[config.mk]
export PLATFORM = sky130hd
export DESIGN_NAME = writeback
export DESIGN_NICKNAME = d
export VERILOG_FILES = /design/src/rtl/arc_pkg.sv /design/src/rtl/W_load_align.sv /design/src/rtl/writeback.sv
export SDC_FILE = /design/constraint.sdc
export NUM_CORES = 1
export LEC_CHECK = 0
export ABC_AREA = 1
export CORE_MARGIN = 3
export CORE_UTILIZATION = 40
export DETAILED_ROUTE_END_ITERATION = 8
export PLACE_DENSITY = 0.67
export SETUP_SLACK_MARGIN = 0.3
export SYNTH_ARGS = -nofsm -noshare
export SYNTH_HDL_FRONTEND = slang
export SYNTH_SLANG_ARGS = --single-unit
[constraint.sdc]
create_clock -name i_clk -period 5.95 [get_ports i_clk]
set_input_delay 1.4875 -clock i_clk [delete_from_list [all_inputs] [get_ports i_clk]]
set_output_delay 1.4875 -clock i_clk [all_outputs]
set_load 0.05 [all_outputs]
[src/rtl/arc_pkg.sv]
// Shared definitions for the ARC pipeline writeback stage:
// load-format encodings, writeback FSM states and the W pipeline register.
package arc_pkg;

  localparam logic [1:0] LD_W  = 2'b00;
  localparam logic [1:0] LD_H  = 2'b01;
  localparam logic [1:0] LD_B  = 2'b10;
  localparam logic [1:0] LD_BU = 2'b11;

  typedef enum logic {
    RUN  = 1'b0,
    WAIT = 1'b1
  } wb_state_t;

  // Everything the W stage keeps from the memory stage.
  typedef struct packed {
    logic        vld;
    logic        regwrite;
    logic        memtoreg;
    logic        alupc8;
    logic [1:0]  loadmux;
    logic [31:0] alures;
    logic [31:0] pc4;
    logic [4:0]  rd;
  } w_reg_t;

endpackage

[src/rtl/W_load_align.sv]
// Big-endian load alignment: picks the half/byte addressed by the offset
// out of the read word and sign- or zero-extends it to 32 bits.
module W_load_align
  import arc_pkg::*;
(
  input  logic [31:0] i_word,
  input  logic [1:0]  i_offset,
  input  logic [1:0]  i_loadmux,
  output logic [31:0] o_data
);

  logic [15:0] half;
  logic [7:0]  byte_sel;

  // Select the addressed lane, then extend according to the load format.
  always_comb begin
    half     = i_offset[1] ? i_word[15:0] : i_word[31:16];
    byte_sel = i_word[31:24];
    case (i_offset)
      2'd0:    byte_sel = i_word[31:24];
      2'd1:    byte_sel = i_word[23:16];
      2'd2:    byte_sel = i_word[15:8];
      default: byte_sel = i_word[7:0];
    endcase
    case (i_loadmux)
      LD_W:    o_data = i_word;
      LD_H:    o_data = {{16{half[15]}}, half};
      LD_B:    o_data = {{24{byte_sel[7]}}, byte_sel};
      default: o_data = {24'h0, byte_sel};
    endcase
  end

endmodule

[src/rtl/writeback.sv]
// W stage of the ARC five-stage pipeline: holds the memory-stage result,
// waits for load data (stalling the pipe), and drives the register-bank
// write port. A load that never gets a response is dropped after
// TIMEOUT_CYC stall cycles and raises a sticky error.
// Optional feature macro: WB_RETIRE_CNT_EN adds a retired-instruction count.
module writeback
  import arc_pkg::*;
#(
  parameter int TIMEOUT_CYC = 255
) (
  input  logic        i_clk,
  input  logic        i_rst,
  input  logic        i_valid,
  input  logic        i_con_Mregwrite,
  input  logic        i_con_Mmemtoreg,
  input  logic        i_con_Malupc8,
  input  logic [1:0]  i_con_Mloadmux,
  input  logic [31:0] i_data_alures,
  input  logic [31:0] i_addr_pc4,
  input  logic [4:0]  i_addr_rd,
  input  logic        i_mem_rvalid,
  input  logic [31:0] i_data_memrd,
  output logic        o_con_Wregwrite,
  output logic [4:0]  o_addr_Wregwrite,
  output logic [31:0] o_data_Wregwrite,
  output logic        o_con_stall,
`ifdef WB_RETIRE_CNT_EN
  output logic        o_err_timeout,
  output logic [31:0] o_data_retired
`else
  output logic        o_err_timeout
`endif
);

  localparam int CW = $clog2(TIMEOUT_CYC + 1);
  localparam logic [CW-1:0] TMO = CW'(TIMEOUT_CYC);

  w_reg_t          w_q, w_d;
  wb_state_t       state_q, state_d;
  logic [CW-1:0]   cnt_q, cnt_d, cnt_inc;
  logic            err_q, err_d;
  logic            ld_pend, timeout, stall, retire;
  logic [31:0]     ld_data;

  W_load_align u_align (
    .i_word    (i_data_memrd),
    .i_offset  (w_q.alures[1:0]),
    .i_loadmux (w_q.loadmux),
    .o_data    (ld_data)
  );

  // Stall/timeout decode, W capture, FSM next state and write-port outputs.
  always_comb begin
    ld_pend = w_q.vld & w_q.memtoreg;
    cnt_inc = (cnt_q == TMO) ? cnt_q : cnt_q + 1'b1;
    // The timeout cycle is the one in which the counter reaches TMO;
    // a response in that same cycle still wins.
    timeout = (state_q == WAIT) & ld_pend & ~i_mem_rvalid & (cnt_inc >= TMO);
    stall   = ld_pend & ~i_mem_rvalid & ~timeout;
    // Anything valid that leaves W retires, except a dropped load.
    retire  = w_q.vld & ~(ld_pend & ~i_mem_rvalid);

    w_d = w_q;
    if (!stall) begin
      w_d.vld      = i_valid;
      w_d.regwrite = i_con_Mregwrite;
      w_d.memtoreg = i_con_Mmemtoreg;
      w_d.alupc8   = i_con_Malupc8;
      w_d.loadmux  = i_con_Mloadmux;
      w_d.alures   = i_data_alures;
      w_d.pc4      = i_addr_pc4;
      w_d.rd       = i_addr_rd;
    end

    state_d = state_q;
    cnt_d   = cnt_q;
    err_d   = err_q;
    case (state_q)
      RUN: begin
        cnt_d = '0;
        if (ld_pend && !i_mem_rvalid) state_d = WAIT;
      end
      default: begin
        if (!ld_pend || i_mem_rvalid) begin
          state_d = RUN;
          cnt_d   = '0;
        end else if (timeout) begin
          state_d = RUN;
          cnt_d   = '0;
          err_d   = 1'b1;
        end else begin
          cnt_d = cnt_inc;
        end
      end
    endcase

    o_con_stall      = stall;
    o_addr_Wregwrite = w_q.rd;
    o_data_Wregwrite = w_q.alupc8   ? w_q.pc4 + 32'd4 :
                       w_q.memtoreg ? ld_data : w_q.alures;
    o_con_Wregwrite  = w_q.vld & w_q.regwrite & (w_q.rd != 5'd0) &
                       (~w_q.memtoreg | i_mem_rvalid);
    o_err_timeout    = err_q;
  end

  // W register, FSM state, wait counter and sticky error.
  always_ff @(posedge i_clk) begin
    if (i_rst) begin
      w_q     <= '0;
      state_q <= RUN;
      cnt_q   <= '0;
      err_q   <= 1'b0;
    end else begin
      w_q     <= w_d;
      state_q <= state_d;
      cnt_q   <= cnt_d;
      err_q   <= err_d;
    end
  end

`ifdef WB_RETIRE_CNT_EN
  logic [31:0] ret_q, ret_d;

  // Count instructions leaving W; wraps modulo 2^32.
  always_comb begin
    ret_d = ret_q + {31'h0, retire};
  end

  // Retired-instruction counter register.
  always_ff @(posedge i_clk) begin
    if (i_rst) ret_q <= '0;
    else       ret_q <= ret_d;
  end

  assign o_data_retired = ret_q;
`else
  logic unused_retire;
  assign unused_retire = retire;
`endif

endmodule

==> flow_summary.toml, run 1 <==
[sta]
fin_crit_ns = 5.43
worst_slack_ns = 0.521
rsz0062_at_grt = "no"
setup_viol = 0
clock_skew_ns = 0.00546
worstMarginPinSlew_ns = 1.01
drv_slew = 0
slew_headroom_pct = 32.7
fmax_mhz = 184
fin_crit_sh_pct = 91.3
final_hold_viol_count = 0
tns_ns = 0

[synth]
yosysTopAreaCell = "dfxtp_1"
syn_area_mm2 = 0.00599
synth_cells = 973
synth_top_family_by_area = "simple AND/OR/NAND/NOR gates"
yosys_warnings = 0
synth.top_cell.area_share_pct = 28.4
synthAdderAreaFrac_pct = 0.418
yosysSeqAreaShare_pct = 28.4
synth_area_leaders = "dfxtp_1 28%, nand2_1 14%, a21oi_1 9.8%"
avgSynthCellArea_um2 = 6.16
ys_ff_latch = 85
synthMuxAreaShare_pct = 0
yosys.area_share.simple_pct = 37.9
synth_compound_area_share_pct = 16.7
synth_fp_nets = 1085
synth_cell_types = 37
synth_xor_xnor_area_share_pct = 2.92

[global_routing]
grt_pass1_vias = 6052
track_usage_pct = 25.1
grt_pass1_wl_mm = 32.3
grt-ovfl-total = 0
grt_start_max_net_pins = 84
antenna_found_initial = 0

[floorplanning]
die_x_um = 128
die_h_um = 128
core-area_mm2 = 0.0146
die_area_mm2 = 0.0165
start_util_pct = 41.1
num_io_pins = 150
fp-row-count = 44

[place]
place.gp.congestion = 0.927
port_buffers = 149
place_ws_ns = 0.315
post-place-cells = 1252
hpwl_mm = 15.7
placed_area_mm2 = 0.00739

[power_and_ir_drop]
power_density_mw_per_mm2 = 217
worst_ir_drop_vdd_mv = 0.143
power.total_uw = 1670
p_leak_uw = 0.00338

[drt]
post-route-drc-count = 0
vias = 6579
first_iter_violations = 668
wl_mm = 21.2
ant_nets = 0
viasPerCell = 5.19
dr.pass1.iters = 5
routedWlPerCell_um = 16.7

[status]
status = "finished, final reports clean"

[setup_path]
startpoint_type = "input port"
rrSetupSlack_ns = 2.51
critical_path_class = "input port to primary output"
rr_startpoint = "cnt_q[1]"
end_kind = "primary output"
critical_path_arrival_ns = 3.94
critPathMaxStageDelay_ns = 0.50
reg2reg_depth = 13
crit_path_frequent_cell = "nand2_1"
reg2reg_to = "w_q[46]"
cpMaxStageDelayCell = "clkdlybuf4s50_1"
critPathRequiredTime_ns = 4.46
crit_chain = "clkdlybuf4s50_1, inv_1, nand2_1, o21ai_0, o21ai_0, nand2_1, nand2_2, a21oi_1, o21ai_1, nand2_1, inv_1, buf_4"
crit_path_max_fanout = 13

[worst_hold_path]
whs_endpoint = "o_err_timeout"
hold_start = "o_err_timeout"
hold_depth = 2
hold_path_class = "register to register"

[finish]
finalNonFillerCells = 1267
layout-drive-gt1-share_pct = 8.13
design_area_mm2 = 0.00773
antenna_cells = 0
nets = 1191
area_delta_synth_final_pct = 29.0

[clocking]
post_cts_buffers = 0
clockBufferDepth = 2
cts_tree = "yes"
cts_num_sinks = 85
htreeDepth = 3
clk-insertion-delay-late_ns = 0.35
ctsRootBufferMaster = "clkbuf_16"
clk_pin_slew_ns = 0.06
cts-buffers-inserted = 9

[job]
drv_cap = 0
final cells by class:
type / count / area [um2]
fill: 1502 / 6860
multi-input combinational: 704 / 3480
sequential: 85 / 1700
timing repair buffer: 158 / 1550
inverter: 121 / 457
clock buffer: 11 / 243
tap: 184 / 230
clock inverter: 4 / 72.6
worst max path at each step:
stage / cells after the start / slack [ns] / startpoint / endpoint
3_5_place_dp: 10 / 0.31 / i_data_memrd[15] / o_data_Wregwrite[9]
6_report: 12 / 0.52 / i_data_memrd[15] / o_data_Wregwrite[15]
4_1_cts: 10 / 0.33 / i_data_memrd[15] / o_data_Wregwrite[10]
5_1_grt: 10 / 0.39 / i_data_memrd[15] / o_data_Wregwrite[9]
2_1_floorplan: 9 / 1.34 / i_data_memrd[23] / o_data_Wregwrite[11]
3_3_place_gp: 10 / 0.36 / i_data_memrd[15] / o_data_Wregwrite[9]
through the flow:
| step | util, % | hold WS [ns] |
|---|---|---|
| 2_1_floorplan | - | 0.516 |
| 3_3_place_gp | 50.7 | 0.444 |
| 3_5_place_dp | 50.7 | 0.443 |
| 4_1_cts | 52.8 | 0.452 |
| 5_1_grt | 53.0 | 0.492 |
| 6_report | 53.0 | 0.449 |
layout by cell type (no fill, tap or decap), drive strengths merged:
master | netlist | routed
a31oi | 2 | 2
xnor2 | 1 | 1
dlymetal6s2s | 0 | 9
nand4 | 10 | 10
dlygate4sd2 | 0 | 1
or2 | 2 | 2
clkbuf | 28 | 11
clkinvlp | 0 | 1
o2111ai | 1 | 1
a22oi | 6 | 6
o22ai | 1 | 1
nor4 | 1 | 1
o21ai | 54 | 54
a32o | 2 | 2
dfxtp | 85 | 85
bufinv | 0 | 2
ha | 2 | 2
o21bai | 1 | 1
clkinv | 2 | 3
nor2 | 121 | 121
a21boi | 1 | 1
inv | 119 | 119
nand3 | 113 | 113
a211oi | 1 | 1
clkdlybuf4s50 | 0 | 125
nand2 | 228 | 228
buf | 35 | 23
a21oi | 117 | 117
xor2 | 19 | 19
o21a | 1 | 1
nor3 | 17 | 17
o211ai | 3 | 3
cell families after synthesis:
group,after synthesis
simple gates,492
fa+ha+maj,2
buf+inv,184
flops,85
xor+xnor,20
compound gates,190
worst max-delay path: cells and delay by family:
family	cells	cell delay, ns
AOI/OAI and AO/OA	4	0.73
buffers and inverters	4	0.81
and+or+nand+nor	4	0.90
routing by layer:
metal	up-vias	global-route usage, %	part of all wire [%]
met5	-	0	0
met4	0	6.87	2.1
met3	29	6.39	8.0
met2	254	40.8	47
met1	2956	33.2	43
li1	3340	-	-
cell usage after synthesis:
library cell,n
nand2_1,225
inv_1,119
nor2_1,118
a21oi_1,117
dfxtp_1,85
nand3_1,72
o21ai_0,45
nand3_2,41
clkbuf_1,28
xor2_1,19
nor3_1,17
buf_6,12
buf_2,11
nand4_1,10
o21ai_1,9
a22oi_1,6
buf_1,6
buf_4,6
o211ai_1,3
a31oi_1,2
a32o_1,2
clkinv_1,2
ha_1,2
nand2_2,2
nor2_2,2
a211oi_1,1
a21boi_0,1
nand2_4,1
nor2_4,1
nor4_1,1
o2111ai_1,1
o21a_1,1
o21bai_1,1
o22ai_1,1
or2_1,1
or2_2,1
xnor2_1,1
sequential cells by signal, summed over array words and instances (netlist names):
signal / flops
o_addr_Wregwrite: 5
cnt_q: 8
state_q: 1
o_err_timeout: 1
w_q: 70
report_power, final:
group	leakage (uW)	internal (uW)	switching, uW	total [uW]
Clock	0.000152	376	232	608
Sequential	0.000706	600	25.4	626
Combinational	0.00253	169	273	441
repair_timing:
action                     in CTS  in global routing
pin swaps                       0                  0
gates resized for setup         1                 10
hold buffers                    0                  0
hold endpoints to repair        0                  0
setup endpoints to repair       1                 10
No activity file was read; power rests on OpenSTA's default activity.
==> run 2, diff against run 1 <==
Settings changed: SKIP_CTS_REPAIR_TIMING set to 1.
==> run 2 against run 1 <==
Total power is essentially flat. Critical path depth is the same. Non-clock buffer count is the same.
==> flow_summary.toml, run 2 (synthesis results as in run 1) <==
[drt]
routedWlPerCell_um = 16.7
viasPerCell = 5.19
vias = 6579
dr.pass1.iters = 5
wl_mm = 21.2
post-route-drc-count = 0
first_iter_violations = 668
ant_nets = 0

[floorplanning]
die_h_um = 128
fp-row-count = 44
num_io_pins = 150
die_area_mm2 = 0.0165
core-area_mm2 = 0.0146
start_util_pct = 41.1
die_x_um = 128

[job]
drv_cap = 0

[clocking]
htreeDepth = 3
cts_tree = "yes"
ctsRootBufferMaster = "clkbuf_16"
cts_num_sinks = 85
clk_pin_slew_ns = 0.06
clockBufferDepth = 2
clk-insertion-delay-late_ns = 0.35
cts-buffers-inserted = 9

[sta]
fin_crit_ns = 5.43
tns_ns = 0
clock_skew_ns = 0.00546
rsz0062_at_grt = "no"
fmax_mhz = 184
slew_headroom_pct = 32.7
drv_slew = 0
final_hold_viol_count = 0
setup_viol = 0
worstMarginPinSlew_ns = 1.01
fin_crit_sh_pct = 91.3

[setup_path]
rr_startpoint = "cnt_q[1]"
crit_path_max_fanout = 13
critical_path_class = "input port to primary output"
end_kind = "primary output"
reg2reg_to = "w_q[46]"
critPathMaxStageDelay_ns = 0.50
critPathRequiredTime_ns = 4.46
critical_path_arrival_ns = 3.94
cpMaxStageDelayCell = "clkdlybuf4s50_1"
reg2reg_depth = 13
critPathBufInv = 4
startpoint_type = "input port"
crit_chain = "clkdlybuf4s50_1, inv_1, nand2_1, o21ai_0, o21ai_0, nand2_1, nand2_2, a21oi_1, o21ai_1, nand2_1, inv_1, buf_4"
rrSetupSlack_ns = 2.51
cpLargestDelayFamily = "simple AND/OR/NAND/NOR gates"
crit_path_frequent_cell = "nand2_1"

[worst_hold_path]
hold_path_class = "register to register"
whs_endpoint = "o_err_timeout"
hold_depth = 2
hold_start = "o_err_timeout"

[finish]
area_delta_synth_final_pct = 29.1
largest-register = "w_q"
final_cell_mix = "224 x nand2_1, 125 x clkdlybuf4s50_1, 118 x nor2_1"
antenna_cells = 0
layout.cells.most_common = "nand2_1"
layout-drive-gt1-share_pct = 8.13
nets = 1191
design_area_mm2 = 0.00773
fill_cells = 1502
largest_register_ffs = 70

[place]
port_buffers = 149
place.gp.congestion = 0.927
placed_area_mm2 = 0.00739
hpwl_mm = 15.7

[global_routing]
grtUsageMet3_pct = 6.39
grt_start_max_net_pins = 84
grt_pass1_wl_mm = 32.3
grt_pass1_vias = 6056
track_usage_pct = 25.1
use_met1_pct = 33.2
grtUsageMet2_pct = 40.8
antenna_found_initial = 0
grt-ovfl-total = 0
busiest_layer = "met2"

[power_and_ir_drop]
power_density_mw_per_mm2 = 217
worst_ir_drop_vdd_mv = 0.143
p_leak_uw = 0.00340

[status]
status = "finished, final reports clean"
==> run 2: layout make-up <==
type                            count  area, um2  area share, %
Multi-Input combinational cell    704       3480           45.0
Sequential cell                    85       1700           22.0
Timing Repair Buffer              158       1550           20.0
Inverter                          121        457           5.91
Clock buffer                       11        243           3.14
Tap cell                          184        230           2.98
Clock inverter                      4       72.6          0.938
==> run 2: power breakdown <==
| part | internal (uW) | leakage, uW | switching, uW |
|---|---|---|---|
| clock | 376 | 0.000152 | 232 |
| combinational | 169 | 0.00254 | 273 |
| sequential | 600 | 0.000706 | 25.4 |
| total | 1150 | 0.00340 | 530 |
==> run 2: worst max-delay path by stage <==
| stage | startpoint | to | cells past startpoint |
|---|---|---|---|
| after CTS | i_data_memrd[15] | o_data_Wregwrite[9] | 10 |
| after global placement | i_data_memrd[15] | o_data_Wregwrite[9] | 10 |
| final | i_data_memrd[15] | o_data_Wregwrite[15] | 12 |
| after detailed placement | i_data_memrd[15] | o_data_Wregwrite[9] | 10 |
| after floorplan | i_data_memrd[23] | o_data_Wregwrite[11] | 9 |
| after global routing | i_data_memrd[15] | o_data_Wregwrite[15] | 12 |
==> run 2: routing by layer <==
| metal | wire, um | vias to the layer above |
|---|---|---|
| met5 | 0 | - |
| met4 | 450 | 0 |
| met3 | 1680 | 29 |
| met2 | 9870 | 251 |
| met1 | 9190 | 2960 |
| li1 | - | 3339 |
==> run 2: metrics by stage <==
step / hold slack [ns] / setup WS [ns] / total power, uW / cells / utilization, %
global route: 0.492 / 0.403 / 1740 / 1267 / 53.0
detailed placement: 0.443 / 0.315 / 1080 / 1252 / 50.7
floorplan: 0.516 / 1.34 / 890 / 973 / -
global placement: 0.444 / 0.359 / 1080 / 1252 / 50.7
CTS: 0.452 / 0.298 / 1680 / 1267 / 52.8
finish: 0.449 / 0.521 / 1680 / 1267 / 53.0
==> run 2: worst min-delay path, cell delays in order (launching register included) <==
cell and delay [ns]:
dfxtp_1 0.31, inv_1 0.04, a21oi_1 0.05
==> run 3, diff against run 2 <==
Settings changed: CELL_PAD_IN_SITES_DETAIL_PLACEMENT set to 0, CELL_PAD_IN_SITES_GLOBAL_PLACEMENT set to 2, CORE_ASPECT_RATIO set to 1.2, CORE_UTILIZATION 40 to 28, PLACE_DENSITY 0.67 to not set, PLACE_DENSITY_LB_ADDON set to 0.1.
==> run 3 against run 2 <==
Register-to-register slack better by 0.31 ns. Utilization decreased by 15 points. Sequential power is essentially flat. Wire length increased by 13%. Fmax rose by 2.4%. Clock power fell by 7.1%. Sequential cell count unchanged. Worst hold slack gained 0.0059 ns. Combinational power grew 7.7%. Worst setup slack improved by 0.13 ns. Critical path type unchanged. Largest cell class unchanged.
==> flow_summary.toml, run 3 (synthesis results as in run 1) <==
[global_routing]
grt_pass1_wl_mm = 36.9
grt_pass1_vias = 6435
antenna_found_initial = 0
track_usage_pct = 20.3
grt-ovfl-total = 0
grt_start_max_net_pins = 149

[setup_path]
crit_path_max_fanout = 4
critical_path_arrival_ns = 3.81
critPathRequiredTime_ns = 4.46
rrSetupSlack_ns = 2.82
critical_path_class = "input port to primary output"
startpoint_type = "input port"
end_kind = "primary output"
reg2reg_depth = 7

[sta]
clock_skew_ns = 0.00803
fmax_mhz = 189
worst_slack_ns = 0.649
worstMarginPinSlew_ns = 1.16
setup_viol = 0
final_hold_viol_count = 0
rsz0062_at_grt = "no"
tns_ns = 0
fin_crit_sh_pct = 89.1
fin_crit_ns = 5.30
drv_slew = 0
slew_headroom_pct = 21.9

[finish]
fill_cells = 2389
largest-register = "w_q"
finish.utilization_pct = 37.9
nets = 1193
largest_register_ffs = 70
area_delta_synth_final_pct = 32.6
antenna_cells = 0
multi_input_area_mm2 = 0.00349
layout.cells.most_common = "nand2_1"
seqCellArea_mm2 = 0.00170
layout-drive-gt1-share_pct = 9.30
final_cell_mix = "225 x nand2_1, 125 x clkdlybuf4s50_1, 118 x nor2_1"

[drt]
viasPerCell = 4.76
first_iter_violations = 405
routedWlPerCell_um = 17.7
wl_mm = 24.0
vias = 6456
post-route-drc-count = 0
dr.pass1.iters = 5
ant_nets = 0

[job]
drv_cap = 0

[floorplanning]
num_io_pins = 150
start_util_pct = 28.6
die_area_mm2 = 0.0232
fp-row-count = 58
die_x_um = 140
die_h_um = 166
core-area_mm2 = 0.0210

[power_and_ir_drop]
power.total_uw = 1660
power_density_mw_per_mm2 = 210
p_leak_uw = 0.00331
worst_ir_drop_vdd_mv = 0.122

[place]
port_buffers = 149
place_ws_ns = 0.636
place.gp.congestion = 0.866
hpwl_mm = 18.0

[status]
status = "finished, final reports clean"

[clocking]
cts_num_sinks = 85
cts_tree = "yes"
cts-buffers-inserted = 9
clk-insertion-delay-late_ns = 0.35
clockBufferDepth = 2
clk_pin_slew_ns = 0.07
ctsRootBufferMaster = "clkbuf_16"
htreeDepth = 3

[worst_hold_path]
hold_path_class = "register to register"
hold_depth = 2
==> run 3: changes by cell type in the layout (fill, tap and decap cells not counted), moves of 2 or more <==
cell,change
buf_12,+13
clkinv_2,+2
inv_6,+3
dlymetal6s2s_1,-10
bufinv_16,-2
==> run 3: final timing paths <==
kind,start,end
max,i_data_memrd[15],o_data_Wregwrite[22]
min,o_err_timeout,o_err_timeout
max reg2reg,w_q[72],w_q[37]
min reg2reg,o_err_timeout,o_err_timeout
==> run 3: layer usage <==
layer,track usage (%),vias up,wire length (um)
met5,0,-,0
met4,7.50,0,659
met3,2.45,27,916
met2,34.2,162,11600
met1,26.6,2927,10800
li1,-,3340,-
==> run 3: critical path, stage by stage <==
cell             delay [ns]
clkdlybuf4s50_1        0.49
inv_1                  0.04
nand2_1                0.04
o21ai_0                0.17
o21ai_0                0.27
nand2_1                0.16
nand3_1                0.10
nand2_1                0.05
nand2_1                0.07
a21oi_1                0.06
inv_1                  0.07
clkdlybuf4s50_1        0.80
==> run 3: power by group <==
part           leakage, uW  switching, uW  internal (uW)  total, uW
registers         0.000706           23.2            600        623
logic              0.00247            286            191        476
clock network     0.000140            267            298        565
==> run 3: layout make-up <==
class	instances	area share [%]
multi-input combinational	704	43.9
sequential	85	21.4
timing repair buffer	160	21.1
inverter	121	5.76
tap	270	4.25
clock buffer	10	3.01
clock inverter	6	0.551
==> run 3: through the flow <==
step,hold slack (ns),cells,cell area (um2)
floorplan,0.516,973,5990
detailed placement,0.440,1340,7660
finish,0.455,1356,7940
global placement,0.438,1340,7660
CTS,0.451,1356,7940
global route,0.494,1356,7940
